<file path="src/rtl/carry_bypass_adder.sv">
// rtl/carry_bypass_adder.sv - registered carry-bypass adder (optional Ovf output under CBP_OVERFLOW_EN)
module carry_bypass_adder #(
    parameter int NUM_BITS   = 32,
    parameter int NUM_STAGES = 4
) (
    input  logic                clk,
    input  logic                rst_n,
    input  logic [NUM_BITS-1:0] A,
    input  logic [NUM_BITS-1:0] B,
    input  logic                Cin,
    output logic [NUM_BITS-1:0] Sum,
`ifdef CBP_OVERFLOW_EN
    output logic                Ovf,
`endif
    output logic                Cout
);

    localparam int BW = (NUM_STAGES >= 1) ? NUM_BITS / NUM_STAGES : 1;

    // Block width must divide the operand width, or the block chain would leave bits uncovered.
    if (NUM_STAGES < 1 || (NUM_BITS % NUM_STAGES) != 0) begin : g_param_check
        $error("carry_bypass_adder: NUM_BITS must be a multiple of NUM_STAGES and NUM_STAGES >= 1");
    end

    logic [NUM_BITS-1:0] g;
    logic [NUM_BITS-1:0] p;
    logic [NUM_BITS-1:0] sum_next;
    logic                cout_next;

    assign g = A & B;
    assign p = A ^ B;

    // Ripple inside each block; when a block fully propagates, its carry-in bypasses straight to the next block.
    always_comb begin
        logic carry;
        logic blk_in;
        logic rc;
        logic blk_prop;
        int   idx;
        sum_next = '0;
        carry    = Cin;
        blk_in   = 1'b0;
        rc       = 1'b0;
        blk_prop = 1'b0;
        idx      = 0;
        for (int k = 0; k < NUM_STAGES; k++) begin
            blk_in   = carry;
            rc       = carry;
            blk_prop = 1'b1;
            for (int i = 0; i < BW; i++) begin
                idx           = k * BW + i;
                sum_next[idx] = p[idx] ^ rc;
                rc            = g[idx] | (p[idx] & rc);
                blk_prop      = blk_prop & p[idx];
            end
            carry = blk_prop ? blk_in : rc;
        end
        cout_next = carry;
    end

`ifdef CBP_OVERFLOW_EN
    logic ovf_next;
    assign ovf_next = (A[NUM_BITS-1] == B[NUM_BITS-1]) && (sum_next[NUM_BITS-1] != A[NUM_BITS-1]);

    // Signed overflow: like-signed operands produced a result of the opposite sign.
    always_ff @(posedge clk or negedge rst_n) begin
        if (!rst_n) begin
            Ovf <= 1'b0;
        end else begin
            Ovf <= ovf_next;
        end
    end
`endif

    // Output registers capture the combinational sum every cycle; reset clears them asynchronously.
    always_ff @(posedge clk or negedge rst_n) begin
        if (!rst_n) begin
            Sum  <= '0;
            Cout <= 1'b0;
        end else begin
            Sum  <= sum_next;
            Cout <= cout_next;
        end
    end

endmodule

</file>
<file path="config.mk">
export PLATFORM = sky130hd
export DESIGN_NAME = carry_bypass_adder
export DESIGN_NICKNAME = d
export VERILOG_FILES = /design/src/rtl/carry_bypass_adder.sv
export SDC_FILE = /design/constraint.sdc
export NUM_CORES = 1
export LEC_CHECK = 0
export ABC_AREA = 0
export CORE_UTILIZATION = 37
export CTS_BUF_LIST = sky130_fd_sc_hd__clkbuf_8 sky130_fd_sc_hd__clkbuf_16
export DETAILED_ROUTE_END_ITERATION = 7
export PLACE_DENSITY_LB_ADDON = 0.12
export SYNTH_ARGS = -nofsm -noshare
export SYNTH_HDL_FRONTEND = slang
export SYNTH_SLANG_ARGS = --single-unit
</file>
<file path="constraint.sdc">
create_clock -name clk -period 0.8 [get_ports clk]
set_input_delay 0.08 -clock clk [delete_from_list [all_inputs] [get_ports clk]]
set_output_delay 0.08 -clock clk [all_outputs]
set_load 0.05 [all_outputs]
</file>
==> After elaboration in Yosys (flattened, before gate mapping) <==
Index checks and enable logic that the tools add are counted.
{ "word_totals": {"elab_cells": 132, "reg_bits": 33, "out_inout_bits": 33, "in_bits": 67} }
{ "op_classes": {"muxes": 4, "n_bitwise": 126} }
{ "ops": {"columns": ["operator", "n"], "rows": [
  ["$and 1x1->1", 60],
  ["$and 32x32->32", 1],
  ["$or 1x1->1", 32],
  ["$xor 1x1->1", 32],
  ["$xor 32x32->32", 1],
  ["$mux 1", 4]
]} }

==> Logic depth before layout (Yosys ltp) <==
{ "logic_depth": {"depth_word": 69, "depth_mapped": 42, "ltp_nobuf": 42} }

==> Worst setup path after synthesis <==
No wires, ideal clock.
{ "synth_timing": {"kind": "input -> register", "start": "in A[0]", "end": "reg Sum[31]", "setup_ps": 64, "setup_slack_ps": -11987, "t_required_ps": 736, "stages": 42, "arrival_ps": 12723, "n_path_buf": 0, "cell_sequence": "inv_1 fa_1 inv_1 fa_1 fa_1 fa_1 fa_1 fa_1 fa_1 fa_1 o21ai_0 nand2b_1 fa_1 fa_1 fa_1 fa_1 fa_1 fa_1 [6 not listed] fa_1 fa_1 fa_1 fa_1 fa_1 fa_1 nand2_1 o31ai_2 fa_1 fa_1 fa_1 fa_1 fa_1 fa_1 fa_1 inv_1 fa_1 inv_1"} }
{ "synth_between": {"elab_chain_cells": 67, "word_cells_on_any_way": 75, "cone_classes": "mux (3); bitwise (72)"} }
{ "synth_lines": {"columns": ["item", "line_no", "source"], "rows": [
  ["start: declaration", "8", "input logic [NUM_BITS-1:0] A,"],
  ["$xor 32x32->32", "31", "assign p = A ^ B;"],
  ["$and 1x1->1", "53", "rc = g[idx] | (p[idx] & rc);"],
  ["$or 1x1->1", "53", null],
  ["$and 1x1->1", "53", null],
  ["$or 1x1->1", "53", null],
  ["$and 1x1->1", "53", null],
  ["$or 1x1->1", "53", null],
  ["$and 1x1->1", "53", null],
  ["[52 not listed]", null, null],
  ["$and 1x1->1 (*)", "53", null],
  ["$or 1x1->1 (*)", "53", null],
  ["$and 1x1->1 (*)", "53", null],
  ["$or 1x1->1 (*)", "53", null],
  ["$and 1x1->1 (*)", "53", null],
  ["$or 1x1->1 (*)", "53", null],
  ["$xor 1x1->1 (*)", "52", "sum_next[idx] = p[idx] ^ rc;"],
  ["named net sum_next[31]", "27", "logic [NUM_BITS-1:0] sum_next;"],
  ["end signal: assignment", "81", "Sum <= sum_next;"],
  ["end: declaration", "11", "output logic [NUM_BITS-1:0] Sum,"]
]} }
The timed path passes the listed nets; every way through them passes the cells marked *.

==> Final worst setup path <==
Same ends and word-level chain as after synthesis.

==> flow_metrics.py <==
metrics = {
    "outcome": {
        "outcome": "finished with violations",
        "violations": "negative setup slack",
    },
    "clock_network": {
        "cts_buffers": 5,
        "clk_path_buf_depth": 2,
        "tritoncts": "built",
        "htreeDepth": 2,
        "path_clk_slew_ns": 0.07,
        "clockRootBuffer": "clkbuf_8",
        "clock-sinks": 33,
    },
    "die": {
        "die-area_um2": 5910,
        "core_area_um2": 5240,
        "ios": 100,
        "die-height_um": 76.9,
        "die_w_um": 76.9,
        "initial_core_util": 0.396,
        "num_rows": 26,
    },
    "critical_path": {
        "crit_top_cell": "fa_2",
        "crit_start": "A[0]",
        "path_class": "primary input to register",
        "path_buf_inv": 5,
        "cp.arrival_ns": 12.07,
        "crit_path_max_fanout": 2,
        "critPathRequiredTime_ns": 1.02,
        "worst_path_largest_cell_delay_ns": 0.43,
        "critPathTopFamily": "adder cells",
        "cp_slowest_cell": "fa_2",
        "startpoint_type": "primary input",
        "cp-end-kind": "register",
    },
    "global_route": {
        "grt-ovfl-total": 0,
        "track_usage": 0.205,
        "antenna_found_initial": 0,
        "grt_pass1_vias": 1918,
        "grt_pass1_wl_um": 9090,
        "grt_max_degree": 34,
    },
    "cells_and_area": {
        "nets": 413,
        "multi_input_area_um2": 1320,
        "syn_to_final_growth_pct": 95.5,
        "diodes": 0,
        "design_area_um2": 4050,
        "drive_gt1_frac": 0.466,
        "fill_cells": 324,
        "ff_latch_area_um2": 826,
        "utilization": 0.774,
    },
    "drt": {
        "antenna_left": 0,
        "avgViaCountPerCell": 4.42,
        "wire_per_inst_um": 15.5,
        "drc": 0,
        "first_pass_iters": 4,
        "routed_wl_um": 5460,
        "drtIter0Drc": 42,
        "via_count": 1561,
    },
    "logic_synthesis": {
        "ys_types": 20,
        "synthesis.area_um2": 2070,
        "netlist.top_cell.by_area": "dfrtp_1",
        "synth.avg_cell_area_um2": 15.9,
        "ys_ff_latch": 33,
        "synth.net_count": 261,
        "synth_area_leaders": "dfrtp_1 (40%), fa_1 (31%), ha_1 (19%)",
        "syn_inst": 130,
        "netlist.area_leader.share": 0.398,
        "yosysSeqAreaShare": 0.398,
        "ys_warn_count": 0,
    },
    "timing": {
        "setup_viol": 65,
        "setup_slack_ns": -11.05,
        "max_freq_mhz": 84.4,
        "maxSlewViolCount": 0,
        "relSlewSlack": 0.772,
        "rsz0062_at_grt": "yes",
        "layout_min_cycle_time_ns": 11.85,
        "tightest_slew_ns": 0.338,
        "hold_viol": 0,
        "fin_crit_sh": 14.8,
    },
    "power_and_ir_drop": {
        "total_power_w": 0.00738,
        "power.density_nw_per_um2": 1820,
        "p_leak_nw": 1.79,
        "vdd_drop_max_mv": 1.27,
    },
    "place": {
        "place.gp.congestion": 0.838,
        "hpwl_um": 4620,
        "port_buffers": 99,
        "place_area_um2": 3890,
        "dp_slack_ns": -11.82,
    },
    "job": {
        "drv_cap": 0,
    },
    "worst_hold_path": {
        "hold_class": "primary input to register",
        "min_from": "B[0]",
    },
}
-- cells by family (layout without fill, tap and decap cells) --
group | after synthesis | after routing | synth area share
fa+ha+maj | 64 | 64 | 0.502
compound gates | 5 | 5 | 0.0217
simple gates | 19 | 19 | 0.0616
buf+inv | 9 | 162 | 0.0163
flops | 33 | 33 | 0.398
-- stage by stage --
step           hold WS [ns]  cells  setup TNS, ns
3_3_place_gp         0.0514    338        -203.73
2_1_floorplan        -0.216    130        -178.43
6_report              0.201    353        -184.85
4_1_cts               0.205    350        -185.21
5_1_grt               0.213    353        -190.64
3_5_place_dp         0.0549    338        -207.94
-- state kept, by name (all words and copies together) (netlist names) --
signal,flops
Cout,1
Sum,32
-- placed cells by master (no fill, tap or decap), types with 2 or more instances in the layout --
master and count:
and4_1 2, buf_12 35, buf_2 2, buf_4 44, clkbuf_8 5, clkdlybuf4s50_1 60, dfrtp_1 33, dlygate4sd2_1 2
fa_2 32, ha_1 32, inv_1 6, inv_2 3, nand4_1 6
-- final cells by class --
class / count / area share
multi-input combinational: 88 / 0.327
tap: 70 / 0.0216
timing repair buffer: 145 / 0.415
clock buffer: 5 / 0.0170
inverter: 9 / 0.0139
sequential: 33 / 0.204
clock inverter: 3 / 0.00278
-- path summary, 6_finish.rpt --
| path | slack [ns] | cells past startpoint | to |
|---|---|---|---|
| min in group asynchronous | 0.29 | 3 | Sum[7]$_DFF_PN0_ |
| max in group asynchronous | 0.34 | 3 | Sum[24]$_DFF_PN0_ |
| max | -11.05 | 43 | Sum[31]$_DFF_PN0_ |
| min | 0.20 | 4 | Sum[0]$_DFF_PN0_ |
-- metal layers --
layer | wire length (um) | GRT usage
met4 | 63 | 0.0635
met1 | 1820 | 0.204
met3 | 288 | 0.0369
met2 | 3290 | 0.419
met5 | 0 | 0
-- cell usage after synthesis (all sizes together) --
| cell | number |
|---|---|
| a2111o | 1 |
| o41ai | 1 |
| clkinv | 1 |
| a211oi | 1 |
| and4bb | 1 |
| nor4bb | 1 |
| and3b | 1 |
| o21ai | 1 |
| fa | 32 |
| ha | 32 |
| nor3 | 1 |
| nor2 | 3 |
| dfrtp | 33 |
| nand2 | 2 |
| and4 | 2 |
| inv | 8 |
| or2 | 1 |
| nand4 | 6 |
| o31ai | 1 |
| nand2b | 1 |
-- where the power goes --
part           switching, W  internal, W
combinational       0.00190      0.00202
clock              0.000587     0.000580
sequential         0.000286      0.00200
total               0.00278      0.00460
-- what timing repair did --
| item | CTS | global route |
|---|---|---|
| setup buffers | 3 | 3 |
| gates resized for setup | 27 | 1 |
| endpoints found under the hold margin | 33 | 0 |
| pin swaps | 4 | 1 |
| hold buffers | 1 | 0 |
| endpoints found under the setup margin | 66 | 65 |
Note: power is estimated with default switching activity, not from simulation.
